[src/rtl/multi_rate_divider_pkg.sv]
// Shared game constants: tick channel mode encodings and the standard refresh/jump periods.
package multi_rate_divider_pkg;

  typedef enum logic {
    MODE_PERIODIC = 1'b0,
    MODE_ONESHOT  = 1'b1
  } mode_e;

  localparam int FRAME_PERIOD = 1000001;
  localparam int JUMP_PERIOD  = 10001;

endpackage

[src/rtl/multi_rate_divider_tick_channel.sv]
// One programmable down-counting enable channel: shadow period/mode, count, running and tick.
module tick_channel
  import multi_rate_divider_pkg::*;
#(
  parameter int               WIDTH        = 27,
  parameter logic [WIDTH-1:0] RESET_PERIOD = WIDTH'(FRAME_PERIOD),
  parameter logic             RESET_RUN    = 1'b1
) (
  input  logic             clock,
  input  logic             reset,
  input  logic             start,
  input  logic             stop,
  input  logic             load,
  input  logic [WIDTH-1:0] load_period,
  input  logic             load_oneshot,
  output logic             tick,
  output logic             running
);

  logic [WIDTH-1:0] period;
  logic [WIDTH-1:0] next_period;
  logic [WIDTH-1:0] count;
  mode_e            mode;
  mode_e            next_mode;

  // Period 0 is treated as 1, so both reload to a count of 0.
  function automatic logic [WIDTH-1:0] reload_value(input logic [WIDTH-1:0] p);
    return (p == '0) ? '0 : p - WIDTH'(1);
  endfunction

  // A write on the same edge as a start or reload is already visible to it.
  always_comb begin
    next_period = period;
    next_mode   = mode;
    if (load) begin
      next_period = load_period;
      next_mode   = load_oneshot ? MODE_ONESHOT : MODE_PERIODIC;
    end
  end

  always_ff @(posedge clock or posedge reset) begin
    if (reset) begin
      tick    <= 1'b0;
      period  <= RESET_PERIOD;
      mode    <= MODE_PERIODIC;
      running <= RESET_RUN;
      count   <= reload_value(RESET_PERIOD);
    end else begin
      period <= next_period;
      mode   <= next_mode;
      if (stop) begin
        running <= 1'b0;
        tick    <= 1'b0;
      end else if (start) begin
        running <= 1'b1;
        tick    <= 1'b0;
        count   <= reload_value(next_period);
      end else if (running) begin
        if (count == '0) begin
          tick <= 1'b1;
          if (mode == MODE_ONESHOT) running <= 1'b0;
          else                      count   <= reload_value(next_period);
        end else begin
          count <= count - WIDTH'(1);
          tick  <= 1'b0;
        end
      end else begin
        tick <= 1'b0;
      end
    end
  end

endmodule

[src/rtl/multi_rate_divider.sv]
// CH independent tick channels; decodes the period/mode write onto one channel.
module multi_rate_divider
  import multi_rate_divider_pkg::*;
#(
  parameter int                  CH              = 2,
  parameter int                  WIDTH           = 27,
  parameter logic [CH*WIDTH-1:0] DEFAULT_PERIODS = {WIDTH'(JUMP_PERIOD), WIDTH'(FRAME_PERIOD)},
  parameter logic [CH-1:0]       RUN_AT_RESET    = {CH{1'b1}},
  localparam int                 LCW             = (CH > 1) ? $clog2(CH) : 1
) (
  input  logic             clock,
  input  logic             reset,
  input  logic [CH-1:0]    start,
  input  logic [CH-1:0]    stop,
  input  logic             load_valid,
  input  logic [LCW-1:0]   load_ch,
  input  logic [WIDTH-1:0] load_period,
  input  logic             load_oneshot,
  output logic [CH-1:0]    tick,
  output logic [CH-1:0]    running
);

  logic [CH-1:0] load_hit;

  // Out-of-range channel numbers match no instance, so the write is dropped.
  for (genvar i = 0; i < CH; i++) begin : g_ch
    assign load_hit[i] = load_valid && (int'(load_ch) == i);

    tick_channel #(
      .WIDTH       (WIDTH),
      .RESET_PERIOD(DEFAULT_PERIODS[i*WIDTH +: WIDTH]),
      .RESET_RUN   (RUN_AT_RESET[i])
    ) u_ch (
      .clock       (clock),
      .reset       (reset),
      .start       (start[i]),
      .stop        (stop[i]),
      .load        (load_hit[i]),
      .load_period (load_period),
      .load_oneshot(load_oneshot),
      .tick        (tick[i]),
      .running     (running[i])
    );
  end

endmodule

[config.mk]
export PLATFORM = sky130hd
export DESIGN_NAME = multi_rate_divider
export DESIGN_NICKNAME = d
export VERILOG_FILES = /design/src/rtl/multi_rate_divider_pkg.sv /design/src/rtl/multi_rate_divider_tick_channel.sv /design/src/rtl/multi_rate_divider.sv
export SDC_FILE = /design/constraint.sdc
export NUM_CORES = 1
export LEC_CHECK = 0
export CAP_MARGIN = 20
export CORE_UTILIZATION = 65
export DETAILED_ROUTE_END_ITERATION = 8
export DONT_BUFFER_PORTS = 1
export HOLD_SLACK_MARGIN = 0.15
export PLACE_DENSITY = 0.85
export SYNTH_ARGS = -nofsm -noshare
export SYNTH_HDL_FRONTEND = slang
export SYNTH_SLANG_ARGS = --single-unit
[constraint.sdc]
create_clock -name clock -period 5.8 [get_ports clock]
set_input_delay 0.58 -clock clock [delete_from_list [all_inputs] [get_ports clock]]
set_output_delay 0.58 -clock clock [all_outputs]
set_load 0.01 [all_outputs]
==> impl_metrics.env, run 1 <==
export IMPL_path_class="reg2reg"
export IMPL_cts_sinks=114
export IMPL_drc=0
export IMPL_via_per_inst=6.87
export IMPL_start_kind="flip-flop"
export IMPL_grt_total_usage=0.380
export IMPL_coreArea_sq_um=10800
export IMPL_worstSetupPathDepth=8
export IMPL_syn_avg_cell_area_sq_um=8.68
export IMPL_hp_class="in2reg"
export IMPL_grt_pass1_wl_um=33700
export IMPL_clk_latency_ns=0.54
export IMPL_drt_iter0_drc=730
export IMPL_wire_per_inst_um=21.2
export IMPL_crit_required_ns=6.24
export IMPL_synth_nets=871
export IMPL_num_rows=38
export IMPL_fmax_mhz=272
export IMPL_max_stage_delay_ns=0.63
export IMPL_clockPowerShare=0.379
export IMPL_hold_viol_final=0
export IMPL_start_util=0.666
export IMPL_async_flop_share=1.00
export IMPL_die_y_um=107
export IMPL_post_cts_resized=0
export IMPL_powerDensity_nw_per_um2=352
export IMPL_grt_ovfl_total=0
export IMPL_critPathMostFrequentCell="nand3_1"
export IMPL_place_area_sq_um=7250
export IMPL_antenna_found_initial=0
export IMPL_htree_num_levels=4
export IMPL_ys_ff_latch=114
export IMPL_path_clk_slew_ns=0.06
export IMPL_slowest_stage="nand2b_1"
export IMPL_tightestPinTransition_ns=0.904
export IMPL_ios=40
export IMPL_p_total_w=0.00277
export IMPL_layout_min_cycle_time_ns=3.68
export IMPL_dr_pass1_iters=7
export IMPL_skew_ns=0.00901
export IMPL_tns_ns=0
export IMPL_cap_violations=0
export IMPL_fin_crit_sh=0.634
export IMPL_pre_cts_ws_ns=2.02
export IMPL_cts_tree="built"
export IMPL_cts_root_buffer="clkbuf_8"
export IMPL_ant_nets=0
export IMPL_synth_area_sq_um=7210
export IMPL_max_slew_margin_rel=0.397
export IMPL_setup_violations=0
export IMPL_area_delta_synth_final_pct=9.12
export IMPL_layout_nets=864
export IMPL_p_leak_nw=3.15
export IMPL_layout_setup_ws_ns=2.12
export IMPL_crit_family="simple AND/OR/NAND/NOR gates"
export IMPL_dp_hpwl_um=14600
export IMPL_place_congestion=0.921
export IMPL_via_count=6709
export IMPL_portBuffers=0
export IMPL_clockBufferDepth=2
export IMPL_antenna_cells=0
export IMPL_rr_worst_depth=8
export IMPL_worstPathArrival_ns=4.12
export IMPL_p_comb_frac=0.213
export IMPL_yosysUniqueCellTypes=73
export IMPL_wl_um=20700
export IMPL_die_width_um=107
export IMPL_critPathBufInv=1
export IMPL_final_cell_area_sq_um=7870
export IMPL_yosysWarnings=0
export IMPL_cp_cell_sequence="inv_1 -> ha_1 -> nor4b_1 -> and3_1 -> nand3_1 -> nand2b_1 -> nand3_1 -> o221ai_1"
export IMPL_mostFrequentLayoutCell="nand2_1"
export IMPL_syn_inst=831
export IMPL_internal_power_w=0.00186
export IMPL_peakVddDrop_mv=0.367
export IMPL_status="finished clean"
export IMPL_dieArea_sq_um=11500
export IMPL_ys_flop_type="dfrtp_1"
export IMPL_rsz0062_at_grt="false"
export IMPL_seq_area_frac_synth=0.400
export IMPL_cts_buffers=17
export IMPL_p_sw_frac=0.329
export IMPL_synth_edff_count=0
export IMPL_final_cell_mix="109 x nand2_1, 97 x nor2_1, 86 x dfrtp_1, 53 x o21ai_0, 36 x a21oi_1"
export IMPL_path_max_fanout=21
export IMPL_maxSlewViolCount=0
export IMPL_endpoint_kind="flip-flop"
export IMPL_holdPathStages=2
export IMPL_power_frac_seq=0.408
export IMPL_post_cts_buffers=0
export IMPL_p_switching_w=0.000911
export IMPL_grt_pass1_vias=6817
export IMPL_drive_above_1_share=0.136
export IMPL_grt_max_degree=73
[layout make-up]
type	count	area, sq um
Clock buffer	19	422
Fill cell	817	2970
Sequential cell	114	2890
Multi-Input combinational cell	649	4020
Clock inverter	13	161
Timing Repair Buffer	9	77.6
Inverter	33	126
Tap cell	140	175
[repair_timing]
item / CTS / global route
hold buffers: 4 / 0
endpoints found under the setup margin: 0 / 0
hold endpoints to repair: 34 / 0
[synthesized netlist by cell type (all sizes together), types with 9 or more instances]
master	n	share of area
xnor2	25	0.030
mux2	18	0.028
xor2	18	0.022
a211oi	9	0.010
nor2	98	0.051
o221ai	10	0.012
a31oi	15	0.013
clkbuf	14	0.0073
nand4	12	0.010
or3	16	0.015
nand2	110	0.058
nor4	15	0.018
nor3	37	0.027
o211ai	14	0.015
dfrtp	86	0.30
mux2i	26	0.036
inv	33	0.017
a21oi	37	0.026
dfstp	28	0.10
or4	9	0.0099
buf	21	0.019
o21ai	58	0.041
nand3	25	0.017
[power groups by stage]
stage	combinational, W	clock (W)	sequential (W)
final	0.000590	0.00105	0.00113
after detailed placement	0.000566	0	0.00113
after CTS	0.000581	0.00105	0.00112
after global placement	0.000548	0	0.00112
after global routing	0.000650	0.00109	0.00114
after floorplan	0.000463	0	0.00108
[through the flow]
stage	util	cells	hold slack (ns)
2_1_floorplan	-	831	0.451
3_3_place_gp	0.669	941	0.471
3_5_place_dp	0.669	941	0.476
4_1_cts	0.726	977	0.161
5_1_grt	0.726	977	0.178
6_report	0.726	977	0.172
[state kept, by name (all words and copies together), names as in the netlist, named ones only]
signal,flops
g_ch.u_ch.count,54
g_ch.u_ch.running,2
g_ch.u_ch.mode,2
g_ch.u_ch.tick,2
g_ch.u_ch.period,53
[final timing paths]
| path | startpoint | end | slack, ns |
|---|---|---|---|
| worst max register to register | g_ch[0].u_ch.count[0] | g_ch[0].u_ch.count[14] | 2.12 |
| worst min register to register | g_ch[1].u_ch.period[8] | g_ch[1].u_ch.period[8] | 0.49 |
| min in group asynchronous | reset | g_ch[0].u_ch.count[7] | 0.70 |
| worst max-delay path | g_ch[0].u_ch.count[0] | g_ch[0].u_ch.count[14] | 2.12 |
| worst min-delay path | load_period[13] | g_ch[1].u_ch.period[13] | 0.17 |
| max in group asynchronous | reset | g_ch[0].u_ch.period[18] | 3.99 |
[layer usage]
metal	track usage	routed length (um)	vias up
met2	0.655	10300	396
li1	-	-	3017
met1	0.442	7940	3190
met5	0	0	-
met3	0.0726	1470	106
met4	0.222	985	0
[cell families (layout without fill, tap and decap cells)]
group / count (synthesis) / after routing / share of synthesized area
compound gates: 192 / 192 / 0.177
xor+xnor: 43 / 43 / 0.0522
fa+ha+maj: 4 / 4 / 0.00694
buf+inv: 68 / 74 / 0.0432
flops: 114 / 114 / 0.400
mux: 44 / 44 / 0.0642
simple gates: 366 / 366 / 0.256
No activity file was read; power rests on OpenSTA's default activity.
==> run 2, diff against run 1 <==
- clock period: 5.8 -> 3.7 ns (I/O delays scaled with it)
==> run 2 against run 1 <==
Net effect: routed wire length rose by 6.8%; non-clock buffer count grew 49; utilization is 4.7 points higher; sequential power grew 56%; first-iteration DRC count is 12% higher; final cell count increased by 5.0%; critical endpoint is now g_ch[1].u_ch.count[24]; largest power group is now clock; highest routed layer unchanged.
==> impl_metrics.env, run 2 (synthesized netlist as in run 1, its figures left out) <==
export IMPL_reg_largest_list="g_ch.u_ch.count: 54 flops, g_ch.u_ch.period: 53 flops"
export IMPL_mostFrequentLayoutCell="nand2_1"
export IMPL_tightestPinTransition_ns=0.707
export IMPL_place_congestion=0.954
export IMPL_rr_worst_depth=11
export IMPL_portBuffers=0
export IMPL_area_delta_synth_final_pct=16.2
export IMPL_largest_reg_flops=54
export IMPL_p_comb_frac=0.219
export IMPL_coreArea_sq_um=10800
export IMPL_peakVddDrop_mv=0.365
export IMPL_wire_per_inst_um=21.6
export IMPL_endpoint_kind="flip-flop"
export IMPL_regMostFlops="g_ch.u_ch.count"
export IMPL_antenna_cells=0
export IMPL_layout_setup_ws_ns=0.492
export IMPL_htree_num_levels=4
export IMPL_hp_class="in2reg"
export IMPL_cap_violations=0
export IMPL_pre_cts_ws_ns=0.712
export IMPL_grt_pass1_vias=7106
export IMPL_p_sw_frac=0.312
export IMPL_status="finished clean"
export IMPL_ant_nets=0
export IMPL_clockPowerShare=0.392
export IMPL_cts_tree="built"
export IMPL_cts_sinks=114
export IMPL_nFillCells=711
export IMPL_antenna_found_initial=0
export IMPL_power_frac_seq=0.389
export IMPL_layout_min_cycle_time_ns=3.21
export IMPL_cts_root_buffer="clkbuf_8"
export IMPL_fin_crit_sh=0.867
export IMPL_ios=40
export IMPL_powerDensity_nw_per_um2=541
export IMPL_p_leak_nw=3.41
export IMPL_grt_total_usage=0.408
export IMPL_rsz0062_at_grt="false"
export IMPL_fin_hold_ws_ns=0.162
export IMPL_max_slew_margin_rel=0.525
export IMPL_final_cell_area_sq_um=8380
export IMPL_hold_viol_final=0
export IMPL_clockBufferDepth=2
export IMPL_die_width_um=107
export IMPL_via_count=7175
export IMPL_clk_latency_ns=0.53
export IMPL_p_switching_w=0.00141
export IMPL_worstPathArrival_ns=3.61
export IMPL_drt_iter0_drc=817
export IMPL_via_per_inst=6.99
export IMPL_internal_power_w=0.00312
export IMPL_grt_max_degree=81
export IMPL_layout_nets=913
export IMPL_wl_um=22100
export IMPL_start_kind="input port"
export IMPL_path_max_fanout=19
export IMPL_path_class="in2reg"
export IMPL_dr_pass1_iters=9
export IMPL_grt_pass1_wl_um=36000
export IMPL_crit_required_ns=4.10
export IMPL_final_cell_mix="109 x nand2_1, 97 x nor2_1, 86 x dfrtp_1, 53 x o21ai_0"
export IMPL_p_total_w=0.00453
export IMPL_setup_violations=0
export IMPL_drive_above_1_share=0.148
export IMPL_path_clk_slew_ns=0.06
export IMPL_dieArea_sq_um=11500
export IMPL_num_rows=38
export IMPL_die_y_um=107
export IMPL_place_area_sq_um=7370
export IMPL_grt_ovfl_total=0
export IMPL_dp_hpwl_um=14100
export IMPL_maxSlewViolCount=0
export IMPL_skew_ns=0.00445
export IMPL_start_util=0.666
export IMPL_drc=0
export IMPL_post_cts_resized=0
export IMPL_fmax_mhz=312
export IMPL_cts_buffers=17
export IMPL_holdPathStages=3
export IMPL_tns_ns=0
-- run 2: cell types whose count changed in the layout (fill, tap and decap cells not counted) --
cell           before  now
clkinv_4            2    0
inv_6               1    0
buf_12              0    1
dlygate4sd3_1       4   36
clkbuf_8            1    3
clkinv_2            3    5
clkinvlp_4          4    1
bufinv_16           3    5
buf_4               5   21
-- run 2: power by group through the flow --
stage                     Combinational [W]  Clock [W]  Sequential, W
after floorplan                    0.000727          0        0.00169
after global placement             0.000866          0        0.00175
after detailed placement           0.000899          0        0.00176
after CTS                          0.000959    0.00178        0.00175
after global routing                0.00108    0.00184        0.00179
final                              0.000991    0.00178        0.00176
-- run 2: final timing paths --
path                                   startpoint                       to  slack, ns
max                                       load_ch   g_ch[1].u_ch.count[24]       0.49
min                                      start[1]   g_ch[1].u_ch.count[16]       0.16
max reg2reg                 g_ch[0].u_ch.count[1]    g_ch[0].u_ch.count[8]       0.66
min reg2reg                g_ch[1].u_ch.period[4]   g_ch[1].u_ch.period[4]       0.51
max in group asynchronous                   reset  g_ch[0].u_ch.period[19]       2.35
min in group asynchronous                   reset    g_ch[0].u_ch.count[7]       0.37
-- run 2: routing by layer --
layer,vias to the layer above,global-route usage,routed length (um)
met5,-,0,0
met1,3389,0.473,8050
li1,3131,-,-
met3,152,0.108,1900
met2,503,0.666,10800
met4,0,0.269,1330
-- run 2: stage by stage --
step / instances / util
2_1_floorplan: 831 / -
3_3_place_gp: 957 / 0.680
3_5_place_dp: 957 / 0.680
4_1_cts: 1025 / 0.771
5_1_grt: 1026 / 0.773
6_report: 1026 / 0.773
-- run 2: final cells by class --
cell class	count	area (sq um)	area share
clock buffers	21	449	0.0536
clock inverters	11	183	0.0218
inverters	33	126	0.0151
multi-input cells	649	4020	0.480
flip-flops and latches	114	2890	0.345
well taps	140	175	0.0209
repair buffers	58	538	0.0642
-- run 2: critical path: stages --
cell           delay [ns]
dlygate4sd3_1        0.71
and2_1               0.19
o21ai_0              0.15
inv_1                0.10
ha_1                 0.21
nor4b_1              0.29
mux2i_1              0.16
buf_4                0.18
nor3_1               0.41
nand2_1              0.26
nor2_1               0.18
mux2i_1              0.27
o211ai_1             0.11
-- run 2: what timing repair did --
item	in CTS	in global routing
hold buffers	36	0
setup buffers	0	0
hold endpoints to repair	128	0
